==> src/rtl/scan_pkg.sv <==
// Shared types and default sizing for the scan test controller.
package scan_pkg;

  typedef enum logic [2:0] {
    IDLE      = 3'd0,
    SHIFT_IN  = 3'd1,
    CAPTURE   = 3'd2,
    SHIFT_OUT = 3'd3,
    DONE      = 3'd4
  } st_t;

  localparam int unsigned DEF_CHAIN_LEN = 3;
  localparam int unsigned DEF_PI_W      = 3;

endpackage

==> src/rtl/scan_shreg.sv <==
// Parallel-load / serial-shift register, MSB is the serial output, serial input enters at bit 0.
module scan_shreg #(
  parameter int unsigned W = 3
) (
  input  logic         clk,
  input  logic         n_reset,
  input  logic         i_load,
  input  logic [W-1:0] i_load_val,
  input  logic         i_shift,
  input  logic         i_sin,
  output logic [W-1:0] o_q,
  output logic         o_sout
);

  logic [W-1:0] r_q;
  logic [W-1:0] w_shifted;

  // A one-bit register simply takes the serial input on a shift.
  generate
    if (W == 1) begin : g_one
      assign w_shifted = i_sin;
    end else begin : g_multi
      assign w_shifted = {r_q[W-2:0], i_sin};
    end
  endgenerate

  // Load has priority over shift.
  always_ff @(posedge clk or negedge n_reset) begin
    if (!n_reset) begin
      r_q <= '0;
    end else if (i_load) begin
      r_q <= i_load_val;
    end else if (i_shift) begin
      r_q <= w_shifted;
    end
  end

  assign o_q    = r_q;
  assign o_sout = r_q[W-1];

endmodule

==> src/rtl/scan_tester.sv <==
// Mux-scan test controller: shift stimulus in, one capture cycle, shift response out and compare.
module scan_tester
  import scan_pkg::*;
#(
  parameter int unsigned CHAIN_LEN = DEF_CHAIN_LEN,
  parameter int unsigned PI_W      = DEF_PI_W
) (
  input  logic                 clk,
  input  logic                 n_reset,
  input  logic                 start,
  output logic                 ready,
  input  logic [CHAIN_LEN-1:0] vec_in,
  input  logic [PI_W-1:0]      pi_in,
  input  logic [CHAIN_LEN-1:0] exp_in,
  input  logic [CHAIN_LEN-1:0] mask_in,
  output logic                 scan_m,
  output logic                 scan_i,
  input  logic                 scan_o,
  output logic [PI_W-1:0]      pi_out,
  output logic [CHAIN_LEN-1:0] resp,
  output logic                 done,
  output logic                 pass
);

  localparam int unsigned CW = $clog2(CHAIN_LEN + 1);
  localparam logic [CW-1:0] LAST = CW'(CHAIN_LEN - 1);

  st_t                 r_state;
  st_t                 w_next;
  logic [CW-1:0]       r_cnt;
  logic [PI_W-1:0]     r_pi;
  logic [CHAIN_LEN-1:0] r_exp;
  logic [CHAIN_LEN-1:0] r_mask;

  logic                 r_ready;
  logic                 r_scan_m;
  logic [PI_W-1:0]      r_pi_out;
  logic [CHAIN_LEN-1:0] r_resp;
  logic                 r_done;
  logic                 r_pass;

  logic                 w_ready_nxt;
  logic                 w_scan_m_nxt;
  logic [PI_W-1:0]      w_pi_out_nxt;
  logic [CHAIN_LEN-1:0] w_resp_nxt;
  logic                 w_done_nxt;
  logic                 w_pass_nxt;

  logic                 w_accept;
  logic                 w_scan_i;
  logic [CHAIN_LEN-1:0] w_resp_sr;
  logic [CHAIN_LEN-1:0] w_stim_q_unused;
  logic                 w_resp_sout_unused;

  assign w_accept = (r_state == IDLE) && start;

  // Stimulus serialiser: loaded on accept, drains MSB first and back-fills zeros,
  // so scan_i is already 0 for the flush during SHIFT_OUT.
  scan_shreg #(.W(CHAIN_LEN)) u_stim (
    .clk        (clk),
    .n_reset    (n_reset),
    .i_load     (w_accept),
    .i_load_val (vec_in),
    .i_shift    (r_state == SHIFT_IN),
    .i_sin      (1'b0),
    .o_q        (w_stim_q_unused),
    .o_sout     (w_scan_i)
  );

  // Response deserialiser: first sample taken ends up in the MSB.
  scan_shreg #(.W(CHAIN_LEN)) u_resp (
    .clk        (clk),
    .n_reset    (n_reset),
    .i_load     (1'b0),
    .i_load_val ('0),
    .i_shift    (r_state == SHIFT_OUT),
    .i_sin      (scan_o),
    .o_q        (w_resp_sr),
    .o_sout     (w_resp_sout_unused)
  );

  // State register.
  always_ff @(posedge clk or negedge n_reset) begin
    if (!n_reset) begin
      r_state <= IDLE;
    end else begin
      r_state <= w_next;
    end
  end

  // Shift counter, cleared on every state exit.
  always_ff @(posedge clk or negedge n_reset) begin
    if (!n_reset) begin
      r_cnt <= '0;
    end else if (w_next != r_state) begin
      r_cnt <= '0;
    end else if ((r_state == SHIFT_IN) || (r_state == SHIFT_OUT)) begin
      r_cnt <= r_cnt + CW'(1);
    end
  end

  // Next-state decode.
  always_comb begin
    w_next = r_state;
    case (r_state)
      IDLE:      if (start)        w_next = SHIFT_IN;
      SHIFT_IN:  if (r_cnt == LAST) w_next = CAPTURE;
      CAPTURE:                      w_next = SHIFT_OUT;
      SHIFT_OUT: if (r_cnt == LAST) w_next = DONE;
      DONE:                         w_next = IDLE;
      default:                      w_next = IDLE;
    endcase
  end

  // Output decode: chain controls track the upcoming state; result flags follow DONE by one edge.
  always_comb begin
    w_ready_nxt  = (w_next == IDLE);
    w_scan_m_nxt = (w_next == SHIFT_IN) || (w_next == SHIFT_OUT);
    w_pi_out_nxt = r_pi_out;
    w_resp_nxt   = r_resp;
    w_done_nxt   = 1'b0;
    w_pass_nxt   = r_pass;
    if (w_next == CAPTURE) begin
      w_pi_out_nxt = r_pi;
    end
    if (r_state == DONE) begin
      w_done_nxt = 1'b1;
      w_resp_nxt = w_resp_sr;
      w_pass_nxt = (((w_resp_sr ^ r_exp) & r_mask) == '0);
    end
  end

  // Output registers.
  always_ff @(posedge clk or negedge n_reset) begin
    if (!n_reset) begin
      r_ready  <= 1'b1;
      r_scan_m <= 1'b0;
      r_pi_out <= '0;
      r_resp   <= '0;
      r_done   <= 1'b0;
      r_pass   <= 1'b0;
    end else begin
      r_ready  <= w_ready_nxt;
      r_scan_m <= w_scan_m_nxt;
      r_pi_out <= w_pi_out_nxt;
      r_resp   <= w_resp_nxt;
      r_done   <= w_done_nxt;
      r_pass   <= w_pass_nxt;
    end
  end

  // Vector operands latched on accept.
  always_ff @(posedge clk or negedge n_reset) begin
    if (!n_reset) begin
      r_pi   <= '0;
      r_exp  <= '0;
      r_mask <= '0;
    end else if (w_accept) begin
      r_pi   <= pi_in;
      r_exp  <= exp_in;
      r_mask <= mask_in;
    end
  end

  assign ready  = r_ready;
  assign scan_m = r_scan_m;
  assign scan_i = w_scan_i;
  assign pi_out = r_pi_out;
  assign resp   = r_resp;
  assign done   = r_done;
  assign pass   = r_pass;

endmodule

==> config.mk <==
export PLATFORM = sky130hd
export DESIGN_NAME = scan_tester
export DESIGN_NICKNAME = d
export VERILOG_FILES = /design/src/rtl/scan_pkg.sv /design/src/rtl/scan_shreg.sv /design/src/rtl/scan_tester.sv
export SDC_FILE = /design/constraint.sdc
export NUM_CORES = 1
export LEC_CHECK = 0
export ABC_CLOCK_PERIOD_IN_PS = 1990
export CORE_ASPECT_RATIO = 1.1
export CORE_UTILIZATION = 30
export CTS_CLUSTER_DIAMETER = 50
export DETAILED_ROUTE_END_ITERATION = 16
export PLACE_DENSITY = 0.5
export SKIP_LAST_GASP = 1
export SLEW_MARGIN = 40
export SYNTH_ARGS = -nofsm -noshare
export SYNTH_HDL_FRONTEND = slang
export SYNTH_SLANG_ARGS = --single-unit
export TNS_END_PERCENT = 20
==> constraint.sdc <==
create_clock -name clk -period 1.99 [get_ports clk]
set_input_delay 0.398 -clock clk [delete_from_list [all_inputs] [get_ports clk]]
set_output_delay 0.398 -clock clk [all_outputs]
set_load 0.03 [all_outputs]
== After elaboration in Yosys (flattened, before gate mapping) ==
Index checks and enable logic that the tools add are counted.

* $add $sub $neg: 1
* $mul: 0
* Div/mod/pow operators: 0
* $lt $le $gt $ge: 0
* Eq/ne operators: 9
* Shifts and indexed selects: 0
* Muxes and demuxes: 9
* Bitwise gates (word level): 2
* Reductions and logical operators: 8

{| class="wikitable"
|+ Operators with widths
! kind !! number
|-
| 3-bit two-way mux || 5
|-
| 3-bit by 2-bit == test with 1-bit output (second input constant) || 4
|-
| 3-bit case mux with 4 select lines || 1
|-
| 3-bit logical NOT || 3
|-
| 3-bit by 1-bit == test with 1-bit output (second input constant) || 2
|-
| 2-bit two-way mux || 2
|-
| 2-bit nonzero test || 2
|-
| 3-bit AND || 1
|-
| 3-bit == test (second input constant) || 1
|-
| 3-bit inequality test || 1
|-
| 3-bit bitwise XOR || 1
|-
| 2-bit by 1-bit adder with 2-bit output (second input constant) || 1
|-
| 2-bit == test (second input constant) || 1
|-
| 1-bit logical OR || 2
|-
| 1-bit logical AND || 1
|-
| 1-bit two-way mux || 1
|}

* Bits in registers: 30
* Latch bits: 0
* Bits in writable memories: 0
* ROM bits: 0
* Output and inout port bits: 11
* Memories kept: 0

== Depth between registers and ports, before layout ==
Gate-level depths: netlist of the first run.

* Depth after elaboration: 5
* Depth in mapped cells: 5
* Depth with buffers taken out: 5

== Cells and area by module ==
From an unflattened synthesis of the first run, not the netlist that was laid out.

* Cells, all modules: 96
* Area total of the unflattened synthesis: 1,338.8 sq um

{| class="wikitable"
|+ Modules (own cells, without submodules)
! module !! instances !! cells an instance !! area each (sq um) !! seq. area each (sq um)
|-
| scan_tester || 1 || 70 || 1,061.0 || 601.8
|-
| scan_shreg || 2 || 13 || 138.9 || 75.1
|}

== Worst setup path before layout of the first run ==
Ideal clock, no wire load.

* Kind: register to register
* Start: reg r_state[1]
* End: reg r_exp[1]
* Library setup time: 0.125 ns
* Arrival time: 1.342 ns
* Required time: 1.865 ns
* Slack: 0.523 ns
* Stages on the path, launching flop included: 5
* Period minus slack after synthesis: 1.467 ns
* Path through: dfrtp_1 -> buf_6 -> nor4b_4 -> buf_6 -> mux2_2

* Cells in the longest elaborated chain, start to end: 2

{| class="wikitable"
|+ Ends and longest elaborated chain
! element !! RTL line !! source
|-
| start: declaration || scan_tester.sv:28 || <nowiki>st_t r_state;</nowiki>
|-
| start signal: assignment || scan_tester.sv:87 || <nowiki>r_state <= w_next;</nowiki>
|-
| 3-bit logical NOT || scan_tester.sv:55 || <nowiki>assign w_accept = (r_state == IDLE) && start;</nowiki>
|-
| 1-bit logical AND || scan_tester.sv:55 ||
|-
| end signal: assignment || scan_tester.sv:160 || <nowiki>r_exp <= exp_in;</nowiki>
|-
| end: declaration || scan_tester.sv:32 || <nowiki>logic [CHAIN_LEN-1:0] r_exp;</nowiki>
|}

Every way passes these cells.
A chain may end at the register's enable or synchronous reset.

== Worst setup path in the final report of the first run ==
* Start: reg r_ready (netlist: ready)
* End: out ready

{| class="wikitable"
|+ RTL lines
! element !! RTL line !! source
|-
| start: declaration || scan_tester.sv:35 || <nowiki>logic r_ready;</nowiki>
|-
| start signal: assignment || scan_tester.sv:143 || <nowiki>r_ready <= w_ready_nxt;</nowiki>
|-
| end: declaration || scan_tester.sv:11 || <nowiki>output logic ready,</nowiki>
|}

No word-level cell between the ends.

==> metrics.txt, run 1 <==
Die ar.=4450 um2; number of port buffers=26; Post-Route WL=2.16 mm; Cells after DPL=164; f_max=0.543 GHz; H-tree depth=2; clk slew on worst S/H paths=0.06 ns; Via Count=773; CTS max path bufs=2; Mapped Nets=102; HPWL after DPL=1.53 mm; Mean Syn Cell Area=14.8 um2; layer with the highest usage=met2; Critical Path AT=1.44 ns; met3 Resource Use GR=5.59%; cell area after layout=1690 um2; largest net degree at the start of global routing=31; Worst VDD drop=0.752 mV; vias in the first global route=813; CP max FO=1; commonest non-fill, non-tap cells in the layout=29 x dfrtp_1, 26 x clkdlybuf4s50_1, 19 x mux2_2, 8 x clkbuf_8; Slew @ Worst Pin=0.444 ns; total power=2660 uW; fin cells=172; count of final setup violators=0; Adder-Cell Fraction of Synth Area=0.997%; post-synthesis instance total=85; Max-Slew Margin vs Limit=70.4%; RSZ-0062 raised after global routing=false; # diodes=0; Yosys reg bits=30; final worst slack=0.150 ns; final-stage net count=136; die width=63.7 um; post-synthesis mux area share=17.0%; first-pass GRT wire length=3.81 mm; Setup TNS Final=0 ns; commonest non-fill, non-tap cell in the layout=dfrtp_1; share of cells above drive strength 1=32.5%; Crit path max-delay family=buffers and inverters; Cell Area, Synth=1250 um2; residual DRC count=0; antenna viol nets, final=0; core area=3990 um2; DR iter-0 viols=38; synth warn=0; Yosys cell types=25; outcome=completed; CTS tree=yes; CP cell instances=clkdlybuf4s50_1; CTS Buf Count=5; CP Buf/Inv Count=1; crit path capture type=primary output; total track usage=11.7%; post-cts resize count=0; Synth Area in Simple Gates=10.6%; clock sink count=30; Worst path slowest cell=clkdlybuf4s50_1; worst skew pair latency=0.27 ns; I/O Pins=27; Worst Clk Skew=0.00141 ns; met1 Usage GRT=15.0%; largest family of logic cells by synthesized area=multiplexers; total global routing overflow=0; hold-fix buffers at CTS=0; Crit Path Class=flop to primary output; final hold viol count=0; worst endpoint required time=1.59 ns; sequential share of the synthesized area=59.9%; Post-Synth XOR/XNOR Area=2.79%; max_cap viols=0; Lkg Pwr=0.000743 uW; met2 Use GR=16.4%; # rows=24; Synth Area in Compound Gates=5.88%; power density over the cells=1570 nW/um2; clk root buf=clkbuf_8; Post-synth EDFFs=0; Initial Util=31.4%; first-pass iteration count of the detailed router=5; Area Growth Syn to Fin=34.9%; Final min period=1.84 ns; DP Area=1580 um2; crit path launch type=flop; max incr delay on CP=0.65 ns; top_reg_cell synth=dfrtp_1; fraction of registers with async set/reset=100%; Post-CTS Setup Bufs=0; Placer Congestion=0.717; drt via density=4.49; DIE HEIGHT=69.8 um; Pins Over Slew Limit=0; crit share post-route=92.5%; initial antenna violation count=0; min-delay worst type=flop to flop; drt wl/cell=12.5 um; dpl ws=0.155 ns
==> where the power goes <==
part,internal [uW],switching (uW)
clock,349,208
sequential,886,207
combinational,547,467
total,1780,882
==> per-layer routing <==
layer | part of all wire (%) | wire, um | vias to the layer above
met5 | 0 | 0 | -
met3 | 4.8 | 103 | 2
li1 | - | - | 369
met1 | 49 | 1050 | 379
met2 | 46 | 984 | 23
met4 | 0.88 | 19 | 0
==> Yosys cell counts (2+ instances only) <==
master   instances  share of area, %
a21oi_1          4               1.6
buf_6            2               1.8
inv_1            2              0.60
xor2_1           4               2.8
mux2_2          19                17
a22o_2           2               1.6
dfrtp_1         29                58
nor3b_4          2               3.0
nor2_1           4               1.2
a21o_1           2               1.2
==> metrics by stage <==
| stage | utilization [%] | hold slack (ns) |
|---|---|---|
| detailed placement | 39.6 | 0.470 |
| finish | 42.4 | 0.480 |
| global route | 42.4 | 0.501 |
| floorplan | - | 0.102 |
| CTS | 42.4 | 0.484 |
| global placement | 39.6 | 0.461 |
==> registers in the layout, indices dropped and copies added (netlist names) <==
name	flops
r_cnt	2
r_mask	3
pi_out	3
ready	1
u_resp.o_q	3
r_pi	3
resp	3
scan_m	1
done	1
r_exp	3
u_stim.o_q	3
pass	1
r_state	3
==> cell type report <==
cell class              count  area [um2]
inverters                   2        7.51
clock buffers               8         110
flip-flops and latches     30         752
fillers                   406        2300
repair buffers             30         290
well taps                  52        65.1
multi-input cells          50         468
==> kinds of logic after synthesis <==
logic type	count (synthesis)
and+or+nand+nor	16
AOI/OAI and AO/OA	10
xor gates and xnor gates	4
adders and majority gates	1
DFF	30
muxes	19
buffers and inverters	5
==> worst paths after layout <==
| check | cells after the start | start | slack [ns] | to |
|---|---|---|---|---|
| setup / recovery | 1 | ready$_DFF_PN1_ | 0.15 | ready |
| hold / removal | 1 | u_stim.o_q[1]$_DFFE_PN0P_ | 0.48 | u_stim.o_q[1]$_DFFE_PN0P_ |
| setup reg to reg | 3 | r_state[1]$_DFF_PN0_ | 0.44 | pi_out[2]$_DFFE_PN0N_ |
| hold reg to reg | 1 | u_stim.o_q[1]$_DFFE_PN0P_ | 0.48 | u_stim.o_q[1]$_DFFE_PN0P_ |
| max in group asynchronous | 2 | n_reset | 1.16 | ready$_DFF_PN1_ |
| min in group asynchronous | 2 | n_reset | 0.52 | scan_m$_DFF_PN0_ |
Note: power is estimated with default switching activity, not from simulation.
==> run 2, diff against run 1 <==
- ABC_CLOCK_PERIOD_IN_PS: 1990 -> not set
- CORE_ASPECT_RATIO: 1.1 -> not set
==> run 2 against run 1 <==
  * First-iteration DRC count shrank 55%
  * Register-to-register slack lost 0.14 ns
  * Sequential power is essentially flat
  * Combinational power is essentially flat
  * Global-route usage grew 0.97 points
  * Critical path depth is the same
  * Critical endpoint unchanged
  * Final area shrank 2.1%
  * Die area is essentially flat
  * Non-clock buffer count shrank 2
  * Setup slack lost 0.0020 ns
  * Sequential cell count is the same
  * Maximum frequency shrank 0.11%
==> metrics.txt, run 2 (synthesized netlist as in run 1, its figures left out) <==
I/O Pins=27; Post-Route WL=2.26 mm; Worst R2R Start=r_state[0]$_DFF_PN0_; vias in the first global route=841; Lkg Pwr=0.000724 uW; Crit path max-delay family=buffers and inverters; number of port buffers=26; final worst slack=0.148 ns; antenna viol nets, final=0; Metal-1 WL=1.03 mm; worst skew pair latency=0.28 ns; DR iter-0 viols=17; # rows=23; CTS Buf Count=5; Via Count=764; number of fill cells=378; routed wire length on met3=114 um; drt via density=4.55; CP Buf/Inv Count=1; Slew @ Worst Pin=0.470 ns; CTS max path bufs=2; Critical Path AT=1.44 ns; Post-CTS Setup Bufs=0; initial antenna violation count=0; max_cap viols=0; clk slew on worst S/H paths=0.06 ns; post-cts resize count=0; first-pass GRT wire length=3.98 mm; crit path capture type=primary output; clk root buf=clkbuf_8; final hold viol count=0; count of final setup violators=0; worst endpoint required time=1.59 ns; top layer in use=met4; Worst path slowest cell=clkdlybuf4s50_1; DIE HEIGHT=66.7 um; hold path start=u_stim.o_q[2]$_DFFE_PN0P_; core area=4000 um2; Max-Slew Margin vs Limit=68.7%; outcome=completed; H-tree depth=2; Final min period=1.84 ns; total global routing overflow=0; Pins Over Slew Limit=0; Initial Util=31.4%; Placer Congestion=0.700; first-pass iteration count of the detailed router=4; crit path launch type=flop; share of cells above drive strength 1=30.5%; routed wl met2=1.08 mm; CTS tree=yes; # diodes=0; power density over the cells=1560 nW/um2; largest net degree at the start of global routing=31; RSZ-0062 raised after global routing=false; die width=66.7 um; Setup TNS Final=0 ns; crit share post-route=92.6%; Area Growth Syn to Fin=32.0%; total track usage=12.7%; Worst Clk Skew=0.00735 ns; dpl ws=0.139 ns; commonest non-fill, non-tap cells in the layout=29 x dfrtp_1, 26 x clkdlybuf4s50_1, 19 x mux2_2, 6 x clkbuf_8; residual DRC count=0; clock sink count=30; max incr delay on CP=0.65 ns; Die ar.=4450 um2; CP max FO=1; f_max=0.543 GHz; Crit Path Class=flop to primary output; Worst VDD drop=0.521 mV; final-stage net count=134; hold-fix buffers at CTS=0; commonest non-fill, non-tap cell in the layout=dfrtp_1; min-delay worst type=flop to flop; HPWL after DPL=1.58 mm; drt wl/cell=13.4 um; WHS=0.494 ns; crit path from=ready$_DFF_PN1_; CP cell instances=clkdlybuf4s50_1
## run 2: cell types whose count changed in the layout (fill, tap and decap cells not counted), sizes merged
| cell | delta |
|---|---|
| buf | -2 |
| clkbuf | -1 |
| clkinv | +1 |
## run 2: worst paths after layout
| kind | cells past startpoint | end | slack, ns |
|---|---|---|---|
| min | 1 | u_stim.o_q[2]$_DFFE_PN0P_ | 0.49 |
| max | 1 | ready | 0.15 |
| max reg2reg | 3 | pi_out[1]$_DFFE_PN0N_ | 0.30 |
| max in group asynchronous | 2 | ready$_DFF_PN1_ | 1.18 |
| min in group asynchronous | 2 | u_stim.o_q[2]$_DFFE_PN0P_ | 0.50 |
| min reg2reg | 1 | u_stim.o_q[2]$_DFFE_PN0P_ | 0.49 |
## run 2: final cells by class
class / count / area, um2 / area share [%]
sequential: 30 / 752 / 45.4
multi-input combinational: 50 / 468 / 28.2
timing repair buffer: 28 / 275 / 16.6
clock buffer: 7 / 86.3 / 5.21
tap: 50 / 62.6 / 3.78
inverter: 2 / 7.51 / 0.453
clock inverter: 1 / 5.00 / 0.302
## run 2: worst register-to-register path: cells and delay by family (launching register included)
kind             cells  cell delay, ns
DFF                  1            0.63
and+or+nand+nor      2            0.59
muxes                1            0.35
## run 2: report_power, final
group / total, uW / switching (uW) / internal, uW
combinational: 983 / 450 / 533
clock: 490 / 212 / 278
sequential: 1110 / 227 / 886
total: 2590 / 888 / 1700
## run 2: per-layer routing
layer / vias to the layer above / global-route usage (%)
li1: 365 / -
met1: 375 / 14.4
met2: 20 / 20.3
met3: 4 / 5.14
met4: 0 / 6.38
met5: - / 0
## run 2: per-stage QoR
stage	instance area, um2	std cells	total power, uW	utilization (%)
final	1660	168	2590	41.4
after detailed placement	1570	160	2120	39.1
after global routing	1660	168	2790	41.4
after global placement	1570	160	2080	39.1
after floorplan	1250	85	1800	-
after CTS	1660	168	2630	41.4
==> run 3, diff against run 2 <==
- PLACE_DENSITY: 0.5 -> 0.49
- SYNTH_HIERARCHICAL: not set -> 1
==> run 3 against run 2 <==
  * Area after synthesis grew 6.1%
  * Sequential cell count is the same
  * Register-to-register slack gained 0.14 ns
  * Sequential power is essentially flat
  * Largest power group is now combinational cells
  * Final area grew 7.8%
  * Combinational power grew 14%
  * Non-clock buffer count grew 1
  * Clock skew shrank 0.0030 ns
  * Sequential share of layout area shrank 3.3 points
  * Hold slack gained 0.012 ns
  * Setup slack lost 0.015 ns
==> metrics.txt, run 3 <==
Final min period=1.86 ns; Lkg Pwr=0.000790 uW; CTS Buf Count=5; Cell Area, Synth=1330 um2; utilization after layout=43.4%; Pins Over Slew Limit=0; Flop pwr share=40.3%; commonest non-fill, non-tap cells in the layout=29 x dfrtp_1, 26 x clkdlybuf4s50_1, 13 x mux2_4, 10 x conb_1, 7 x nand2_1; post-cts resize count=0; WHS=0.506 ns; DIE HEIGHT=68.6 um; crit path capture type=primary output; final-stage net count=153; first-pass GRT wire length=3.73 mm; min-delay worst type=input pin to asynchronous set/reset pin; outcome=completed; CTS max path bufs=2; Post-CTS Setup Bufs=0; switching part of the total power=34.0%; worst endpoint required time=1.59 ns; crit path launch type=flop; clk slew on worst S/H paths=0.06 ns; total power=2710 uW; drt via density=4.22; final hold viol count=0; Crit path max-delay family=buffers and inverters; Internal Pwr Total=1790 uW; Worst R2R Start=r_state[0]$_DFF_PN0_; Post-Route WL=2.31 mm; DP Area=1690 um2; Crit Path Class=flop to primary output; vias in the first global route=776; # rows=23; HPWL after DPL=1.56 mm; H-tree depth=2; crit share post-route=93.3%; Worst Clk Skew=0.00440 ns; first-pass iteration count of the detailed router=4; die width=68.6 um; Worst path depth=1; clk root buf=clkbuf_8; largest net degree at the start of global routing=31; Placer Congestion=0.679; Worst VDD drop=0.528 mV; DR iter-0 viols=57; Worst path slowest cell=clkdlybuf4s50_1; Area Growth Syn to Fin=34.1%; drt wl/cell=12.3 um; share of cells above drive strength 1=23.4%; total track usage=11.7%; # diodes=0; cell area after layout=1790 um2; Die ar.=4710 um2; f_max=0.538 GHz; RSZ-0062 raised after global routing=false; crit path from=ready$_DFF_PN1_; clock sink count=30; worst skew pair latency=0.28 ns; worst reg2reg path depth=3; hold-fix buffers at CTS=0; post-synthesis instance total=95; number of port buffers=26; synth warn=6; part of the power in combinational logic=41.1%; initial antenna violation count=0; CP cell instances=clkdlybuf4s50_1; residual DRC count=0; I/O Pins=27; power density over the cells=1520 nW/um2; CP Buf/Inv Count=1; total global routing overflow=0; switching pwr=923 uW; Via Count=790; count of final setup violators=0; core area=4120 um2; max_cap viols=0; max incr delay on CP=0.66 ns; Initial Util=32.4%; commonest non-fill, non-tap cell in the layout=dfrtp_1; Mean Syn Cell Area=14.0 um2; CP max FO=1; Setup TNS Final=0 ns; CTS tree=yes; Clk pwr share=18.6%; Critical Path AT=1.46 ns; antenna viol nets, final=0
==> run 3: metal layers <==
metal	GRT usage, %	wire (um)	vias to the layer above	share of wire [%]
met2	15.3	916	26	40
met1	15.8	1200	358	52
li1	-	-	401	-
met5	0	0	-	0
met3	5.43	141	5	6.1
met4	6.25	50	0	2.2
==> run 3: through the flow <==
stage,cells,setup slack [ns]
after CTS,187,0.114
after global routing,187,0.0722
final,187,0.133
after global placement,179,0.203
after floorplan,104,0.517
after detailed placement,179,0.183
==> run 3: final timing paths <==
kind	endpoint	slack [ns]
setup / recovery	ready	0.13
hold / removal	r_state[0]$_DFF_PN0_	0.51
setup reg to reg	pi_out[2]$_DFFE_PN0N_	0.44
hold reg to reg	pi_out[2]$_DFFE_PN0N_	0.51
max in group asynchronous	ready$_DFF_PN1_	1.17
min in group clk	pi_out[2]$_DFFE_PN0N_	0.51
==> run 3: final cells by class <==
class / instances / area, um2
sequential: 30 / 752
tap: 50 / 62.6
fill: 371 / 2330
clock buffer: 7 / 86.3
inverter: 1 / 3.75
timing repair buffer: 29 / 295
clock inverter: 1 / 5.00
multi-input combinational: 69 / 581
==> run 3: power by group through the flow <==
stage          clock, uW  sequential, uW  combinational (uW)
2_1_floorplan          0            1190                 685
3_3_place_gp           0            1100                1110
3_5_place_dp           0            1100                1120
4_1_cts              516            1100                1130
5_1_grt              549            1140                1210
6_report             504            1090                1120
==> run 3: worst register-to-register path, delay by kind of cell (launching register included) <==
| kind | cells | cell delay, ns |
|---|---|---|
| DFF | 1 | 0.59 |
| and+or+nand+nor | 2 | 0.50 |
| muxes | 1 | 0.35 |
